--- config.mk ---
export PLATFORM = sky130hd
export DESIGN_NAME = eeprom_cmd_seq
export DESIGN_NICKNAME = d
export VERILOG_FILES = /design/src/rtl/eeprom_cmd_pkg.sv /design/src/rtl/eeprom_delay_ctr.sv /design/src/rtl/eeprom_cmd_seq.sv
export SDC_FILE = /design/constraint.sdc
export NUM_CORES = 1
export LEC_CHECK = 0
export CAP_MARGIN = 10
export CORE_ASPECT_RATIO = 1.1
export CORE_MARGIN = 3
export CORE_UTILIZATION = 30
export DETAILED_ROUTE_END_ITERATION = 7
export PLACE_DENSITY = 0.49
export SKIP_LAST_GASP = 1
export SLEW_MARGIN = 10
export SYNTH_ARGS = -nofsm -noshare
export SYNTH_HDL_FRONTEND = slang
export SYNTH_SLANG_ARGS = --single-unit
--- constraint.sdc ---
create_clock -name clk_50M_i -period 7.2 [get_ports clk_50M_i]
set_input_delay 0.72 -clock clk_50M_i [delete_from_list [all_inputs] [get_ports clk_50M_i]]
set_output_delay 0.72 -clock clk_50M_i [all_outputs]
set_load 0.05 [all_outputs]
--- src/rtl/eeprom_cmd_pkg.sv ---
// eeprom_cmd_pkg: 25AA010A opcodes, sequencer states and the per-transaction byte list.
package eeprom_cmd_pkg;
    localparam logic [7:0] OP_WREN  = 8'h06;
    localparam logic [7:0] OP_WRITE = 8'h02;
    localparam logic [7:0] OP_READ  = 8'h03;
    localparam logic [7:0] OP_RDSR  = 8'h05;

    typedef enum logic [2:0] {S_IDLE, S_ISSUE, S_WAIT, S_GAP, S_TWC, S_FIN} state_e;
    typedef enum logic [2:0] {K_OPC, K_ADDR, K_DATA, K_RD, K_GAP, K_TWC} slot_kind_e;

    // write: [06 last] GAP [02] [addr] [data last] TWC ; read: [03] [addr] [RD last]
    function automatic slot_kind_e kind_of(input logic we, input logic [2:0] idx);
        return we ? ((idx == 3'd0 || idx == 3'd2) ? K_OPC : idx == 3'd1 ? K_GAP :
                     idx == 3'd3 ? K_ADDR : idx == 3'd4 ? K_DATA : K_TWC)
                  : (idx == 3'd0 ? K_OPC : idx == 3'd1 ? K_ADDR : K_RD);
    endfunction

    function automatic logic last_of(input logic we, input logic [2:0] idx);
        return we ? (idx == 3'd0 || idx == 3'd4) : idx >= 3'd2;
    endfunction

    function automatic logic [7:0] opc_of(input logic we, input logic [2:0] idx);
        return !we ? OP_READ : idx == 3'd0 ? OP_WREN : OP_WRITE;
    endfunction
endpackage

--- src/rtl/eeprom_delay_ctr.sv ---
// eeprom_delay_ctr: loadable down-counter shared by the gap, write-cycle and timeout phases.
module eeprom_delay_ctr #(
    parameter int W = 16
) (
    input  logic         clk_i,
    input  logic         reset_i,
    input  logic         load_i,
    input  logic [W-1:0] value_i,
    output logic         zero_o
);
    logic [W-1:0] cnt_q;

    always_ff @(posedge clk_i) begin
        if (reset_i)
            cnt_q <= '0;
        else if (load_i)
            cnt_q <= value_i;
        else if (cnt_q != '0)
            cnt_q <= cnt_q - W'(1);
    end

    assign zero_o = cnt_q == '0;
endmodule

--- src/rtl/eeprom_cmd_seq.sv ---
// eeprom_cmd_seq: turns single-byte host reads/writes into 25AA010A SPI byte sequences
// driving the byte master's write/read handshakes.
module eeprom_cmd_seq
    import eeprom_cmd_pkg::*;
#(
    parameter int ADDR_W  = 7,
    parameter int GAP_CYC = 50,
    parameter int TWC_CYC = 250000,
    parameter int TMO_CYC = 4096
) (
    input  logic              clk_50M_i,
    input  logic              reset_i,
    input  logic              req_i,
    input  logic              req_we_i,
    input  logic [ADDR_W-1:0] req_addr_i,
    input  logic [7:0]        req_wdata_i,
    output logic              busy_o,
    output logic              done_o,
    output logic              err_o,
    output logic [7:0]        rdata_o,
    output logic              write_o,
    output logic [7:0]        write_value_o,
    input  logic              write_complete_i,
    output logic              read_o,
    input  logic [7:0]        read_value_i,
    input  logic              read_complete_i,
    output logic              spi_last_o
);
    localparam int MAXC = TWC_CYC > TMO_CYC ? (TWC_CYC > GAP_CYC ? TWC_CYC : GAP_CYC)
                                            : (TMO_CYC > GAP_CYC ? TMO_CYC : GAP_CYC);
    localparam int CW = MAXC > 2 ? $clog2(MAXC) : 1;

    state_e        state_q;
    logic [2:0]    idx_q, nx_idx;
    logic          we_q, busy_q, done_q, err_q, write_q, read_q, spi_last_q;
    logic [7:0]    addr_q, wdata_q, rdata_q, write_value_q, nx_byte;
    slot_kind_e    nx_kind;
    logic          cur_rd, cmpl, go_issue, ld, zero, nx_we, nx_skip;
    logic [CW-1:0] ld_val;

    // nx_* describes the slot about to be issued; GAP/TWC slots are skipped over in the index.
    always_comb begin
        cur_rd   = kind_of(we_q, idx_q) == K_RD;
        cmpl     = state_q == S_WAIT && (cur_rd ? read_complete_i : write_complete_i);
        nx_we    = state_q == S_IDLE ? req_we_i : we_q;
        nx_idx   = state_q == S_IDLE ? 3'd0 : state_q == S_WAIT ? idx_q + 3'd1 : idx_q;
        nx_kind  = kind_of(nx_we, nx_idx);
        nx_skip  = nx_kind == K_GAP || nx_kind == K_TWC;
        nx_byte  = nx_kind == K_ADDR ? addr_q : nx_kind == K_DATA ? wdata_q : opc_of(nx_we, nx_idx);
        go_issue = (state_q == S_IDLE && req_i) || (state_q == S_GAP && zero) || (cmpl && !cur_rd && !nx_skip);
        ld       = state_q == S_ISSUE || cmpl;
        ld_val   = state_q == S_ISSUE ? CW'(TMO_CYC - 1) : nx_kind == K_GAP ? CW'(GAP_CYC - 1) : CW'(TWC_CYC - 1);
    end

    eeprom_delay_ctr #(.W(CW)) u_dly (
        .clk_i   (clk_50M_i),
        .reset_i (reset_i),
        .load_i  (ld),
        .value_i (ld_val),
        .zero_o  (zero)
    );

    always_ff @(posedge clk_50M_i) begin
        if (reset_i) begin
            state_q       <= S_IDLE;
            idx_q         <= '0;
            we_q          <= 1'b0;
            addr_q        <= '0;
            wdata_q       <= '0;
            rdata_q       <= '0;
            write_value_q <= '0;
            busy_q        <= 1'b0;
            done_q        <= 1'b0;
            err_q         <= 1'b0;
            write_q       <= 1'b0;
            read_q        <= 1'b0;
            spi_last_q    <= 1'b0;
        end else begin
            write_q <= go_issue && nx_kind != K_RD;
            read_q  <= go_issue && nx_kind == K_RD;
            done_q  <= 1'b0;
            if (go_issue && nx_kind != K_RD)
                write_value_q <= nx_byte;
            if (go_issue)
                spi_last_q <= last_of(nx_we, nx_idx);
            case (state_q)
                S_IDLE: if (req_i) begin
                    we_q    <= req_we_i;
                    addr_q  <= 8'(req_addr_i);
                    wdata_q <= req_wdata_i;
                    idx_q   <= '0;
                    err_q   <= 1'b0;
                    busy_q  <= 1'b1;
                    state_q <= S_ISSUE;
                end
                S_ISSUE: state_q <= S_WAIT;
                S_WAIT: if (cmpl) begin
                    idx_q <= nx_skip ? nx_idx + 3'd1 : nx_idx;
                    if (cur_rd) begin
                        rdata_q <= read_value_i;
                        done_q  <= 1'b1;
                        busy_q  <= 1'b0;
                    end
                    state_q <= cur_rd ? S_FIN : nx_kind == K_GAP ? S_GAP : nx_kind == K_TWC ? S_TWC : S_ISSUE;
                end else if (zero) begin
                    err_q   <= 1'b1;
                    done_q  <= 1'b1;
                    busy_q  <= 1'b0;
                    state_q <= S_FIN;
                end
                S_GAP: if (zero) state_q <= S_ISSUE;
                S_TWC: if (zero) begin
                    done_q  <= 1'b1;
                    busy_q  <= 1'b0;
                    state_q <= S_FIN;
                end
                default: state_q <= S_IDLE;
            endcase
        end
    end

    assign busy_o        = busy_q;
    assign done_o        = done_q;
    assign err_o         = err_q;
    assign rdata_o       = rdata_q;
    assign write_o       = write_q;
    assign write_value_o = write_value_q;
    assign read_o        = read_q;
    assign spi_last_o    = spi_last_q;
endmodule

==> metrics.cfg <==
[timing]
slew_viol_final = 0
worst-slew-pin-transition_ps = 1014
timing.final.setup_violations = 0
clock.fmax_mhz = 317.1
setup_tns_ps = 0
period_needed_ps = 3153
layout_worst_path_cycle_share = 0.4379
hold-worst-slack_ps = 449.8
hold_violations = 0
slew_headroom = 0.3240
rsz0062_at_grt = false
finalClockSkew_ps = 10.92

[place]
place.port_buffers = 50
place_congestion = 0.7482
placed_cells = 538
dp.final_hpwl_microns = 5889
placement.cell_area_sq_um = 3679

[clocking]
cts_hold_buf = 0
cts_repair_resized_insts = 0
cts.repair_timing.setup_buffer_count = 0
cts_tree = done
clock_insertion_delay_worst_skew_ps = 340
clk_pin_slew_ps = 80
cts-root-buf = sky130_fd_sc_hd__clkbuf_8
htree_num_levels = 3
cts.sink_count = 62
clock_path_buffers = 2
num_cts_buffers = 9

[yosys]
async_reset_ff_frac = 0
seq_area_frac_synth = 0.3982
yosys_most_used_dff = sky130_fd_sc_hd__dfxtp_1
post_synth_simple_gate_area = 0.2256
synth.avg_cell_area_sq_um = 8.012
syn-cell-area_sq_um = 3117
yosys.area_share.xor_xnor = 0.04777
mappedNetlistNets = 426
synth_top_family_by_area = compound AO/OA/AOI/OAI gates
netlist_instances = 389
synth-edff-count = 0
yosysWarningCount = 0
synthMuxAreaShare = 0.02007
post_synth_fa_ha_maj_area_fraction = 0.03212
post_synth_num_cell_types = 59
postSynthRegisterBits = 62
compound_gate_portion_of_the_synthesized_area = 0.2276

[final_layout]
layout-area-overhead-vs-synth_pct = 25.49
layoutNonFillerInstCount = 554
drive_gt1_frac = 0.06682
fin_util = 0.3917
diodes = 0
final_area_sq_um = 3911
final_nets = 466

[power]
leakagePower_uw = 0.001454
p_per_area_nw_per_um2 = 369.4
irDropWorstVdd_v = 0.0001250

[setup_path]
worstReg2RegStart = state_q[1]
worst_ep_arrival_time_ps = 3400
minimum_setup_slack_among_reg_to_reg_paths_ps = 4050
worstRegToRegCells = 6
critPathLaunchType = register
crit_path_end_kind = register
crit_required_ps = 7450
timing.critical_path.fanout_max = 14
timing_worst_setup_path_type = reg2reg
r2r-end = u_dly.cnt_q[1]

[route]
drt-total-wl_microns = 8349
detailedRoute.firstPassIterationCount = 5
drt-vias-per-instance = 5.200
drt.antenna.violating_nets = 0
vias = 2881
initial_drc_count = 132
route.detailed.drc = 0
wire_per_inst_microns = 15.07

[die]
die_w_microns = 103.2
floorplan.initialDensity = 0.3122
rows = 38
fp.dieArea_sq_um = 11650
ios = 51
die_h_microns = 112.9
floorplan.core_area_sq_um = 9985

[worst_hold_path]
timing.hold.worst_path_depth = 2
timing.hold.worst.class = reg2reg
hp-start = wdata_q[7]
hold-path-endpoint = wdata_q[7]

[global_routing]
grt.overflow.total = 0
gr-usage-all-layers = 0.1500
global_route_wire_length_before_repair_microns = 13780
pin_count_of_the_biggest_net_entering_global_routing = 54
antenna_found_initial = 0
grt_pass1_vias = 2755

[status]
run_status = complete, no violations

[flow_run]
max_capacitance_violation_count = 0

## logic make-up (layout without fill, tap and decap cells)
kind of cell,Yosys count,count (layout)
simple gates,150,150
compound gates,108,108
fa+ha+maj,8,8
xor+xnor,17,17
mux,6,6
flops,62,62
buf+inv,38,83
## layout by cell type (no fill, tap or decap), types with 3 or more instances in the layout
| master | instances |
|---|---|
| sky130_fd_sc_hd__a21oi_1 | 50 |
| sky130_fd_sc_hd__a22oi_1 | 5 |
| sky130_fd_sc_hd__a32oi_1 | 5 |
| sky130_fd_sc_hd__clkbuf_8 | 11 |
| sky130_fd_sc_hd__clkdlybuf4s50_1 | 49 |
| sky130_fd_sc_hd__dfxtp_1 | 62 |
| sky130_fd_sc_hd__ha_1 | 8 |
| sky130_fd_sc_hd__inv_1 | 16 |
| sky130_fd_sc_hd__mux2i_1 | 4 |
| sky130_fd_sc_hd__nand2_1 | 71 |
| sky130_fd_sc_hd__nand2b_1 | 5 |
| sky130_fd_sc_hd__nand3_1 | 12 |
| sky130_fd_sc_hd__nor2_1 | 21 |
| sky130_fd_sc_hd__nor2b_1 | 4 |
| sky130_fd_sc_hd__nor3_1 | 13 |
| sky130_fd_sc_hd__nor4_1 | 5 |
| sky130_fd_sc_hd__o21a_1 | 3 |
| sky130_fd_sc_hd__o21ai_0 | 9 |
| sky130_fd_sc_hd__o2bb2ai_1 | 6 |
| sky130_fd_sc_hd__o31ai_1 | 4 |
| sky130_fd_sc_hd__or4_1 | 3 |
| sky130_fd_sc_hd__xnor2_1 | 6 |
| sky130_fd_sc_hd__xor2_1 | 11 |
## power by group
group	internal [uW]	switching [uW]	leakage [uW]
logic	224	356	0.000830
clock network	216	149	0.000117
registers	422	77.7	0.000507
total	862	582	0.00145
## metrics by stage
| stage | total power [uW] | setup slack (ps) |
|---|---|---|
| 3_3_place_gp | 1086 | 3886 |
| 2_1_floorplan | 939.3 | 4413 |
| 5_1_grt | 1557 | 3617 |
| 3_5_place_dp | 1087 | 3807 |
| 4_1_cts | 1458 | 4024 |
| 6_report | 1445 | 4047 |
## synthesized netlist by cell type (2+ instances only)
cell,n,area share
sky130_fd_sc_hd__nor2_1,21,0.025
sky130_fd_sc_hd__o32ai_1,2,0.0056
sky130_fd_sc_hd__inv_1,16,0.019
sky130_fd_sc_hd__o21a_1,3,0.0072
sky130_fd_sc_hd__nand2b_1,5,0.010
sky130_fd_sc_hd__o21bai_1,2,0.0048
sky130_fd_sc_hd__xnor2_1,6,0.017
sky130_fd_sc_hd__o211ai_1,2,0.0048
sky130_fd_sc_hd__nand2_1,71,0.086
sky130_fd_sc_hd__a31oi_1,2,0.0040
sky130_fd_sc_hd__o31ai_1,4,0.0096
sky130_fd_sc_hd__a22oi_1,5,0.012
sky130_fd_sc_hd__o2bb2ai_1,6,0.017
sky130_fd_sc_hd__xor2_1,11,0.031
sky130_fd_sc_hd__a31o_2,2,0.0056
sky130_fd_sc_hd__and2_1,2,0.0040
sky130_fd_sc_hd__a32oi_1,5,0.014
sky130_fd_sc_hd__or3_2,2,0.0048
sky130_fd_sc_hd__nor4_1,5,0.010
sky130_fd_sc_hd__a21oi_1,50,0.080
sky130_fd_sc_hd__or4_1,3,0.0072
sky130_fd_sc_hd__nor2b_1,4,0.0080
sky130_fd_sc_hd__mux2i_1,4,0.013
sky130_fd_sc_hd__ha_1,8,0.032
sky130_fd_sc_hd__nor3_1,13,0.021
sky130_fd_sc_hd__o21ai_0,9,0.014
sky130_fd_sc_hd__dfxtp_1,62,0.40
sky130_fd_sc_hd__a221oi_1,2,0.0056
sky130_fd_sc_hd__nand3_1,12,0.019
sky130_fd_sc_hd__mux2_2,2,0.0072
sky130_fd_sc_hd__clkbuf_1,20,0.024
## layer usage
layer	global-route usage	part of all wire	routed length (microns)	up-vias
li1	-	-	-	1459
met1	0.1905	0.44	3715	1347
met2	0.2456	0.49	4124	67
met3	0.04007	0.047	390	8
met4	0.04750	0.014	119	0
met5	0	0	0	-
## worst max-delay path: stages, from the launching register on
cell and delay [ps]:
sky130_fd_sc_hd__dfxtp_1 590, sky130_fd_sc_hd__inv_1 160, sky130_fd_sc_hd__nor3_1 650, sky130_fd_sc_hd__nor2b_1 820
sky130_fd_sc_hd__nor2_1 340, sky130_fd_sc_hd__o21a_1 300, sky130_fd_sc_hd__a211oi_1 200
## registers in the layout, summed over array words and instances, names as in the netlist
name           cells
idx_q              3
rdata_o            8
state_q            3
wdata_q            8
err_o              1
done_o             1
write_value_o      8
read_o             1
write_o            1
u_dly.cnt_q       18
busy_o             1
addr_q             7
spi_last_o         1
we_q               1
## cell type report
type / count / area, sq um
repair buffers: 51 / 503.0
well taps: 120 / 150.1
fillers: 1059 / 6073
flip-flops and latches: 62 / 1241
clock inverters: 4 / 77.57
inverters: 16 / 60.06
clock buffers: 12 / 155.1
multi-input cells: 289 / 1724
## how the worst max path moves through the flow
stage,from,slack [ps],endpoint
3_3_place_gp,write_complete_i,3890,u_dly.cnt_q[1]
3_5_place_dp,write_complete_i,3810,u_dly.cnt_q[1]
6_report,state_q[1],4050,u_dly.cnt_q[1]
4_1_cts,state_q[1],4020,u_dly.cnt_q[1]
2_1_floorplan,u_dly.cnt_q[0],4410,state_q[2]
5_1_grt,state_q[1],3620,u_dly.cnt_q[1]
Note: power is estimated with default switching activity, not from simulation.
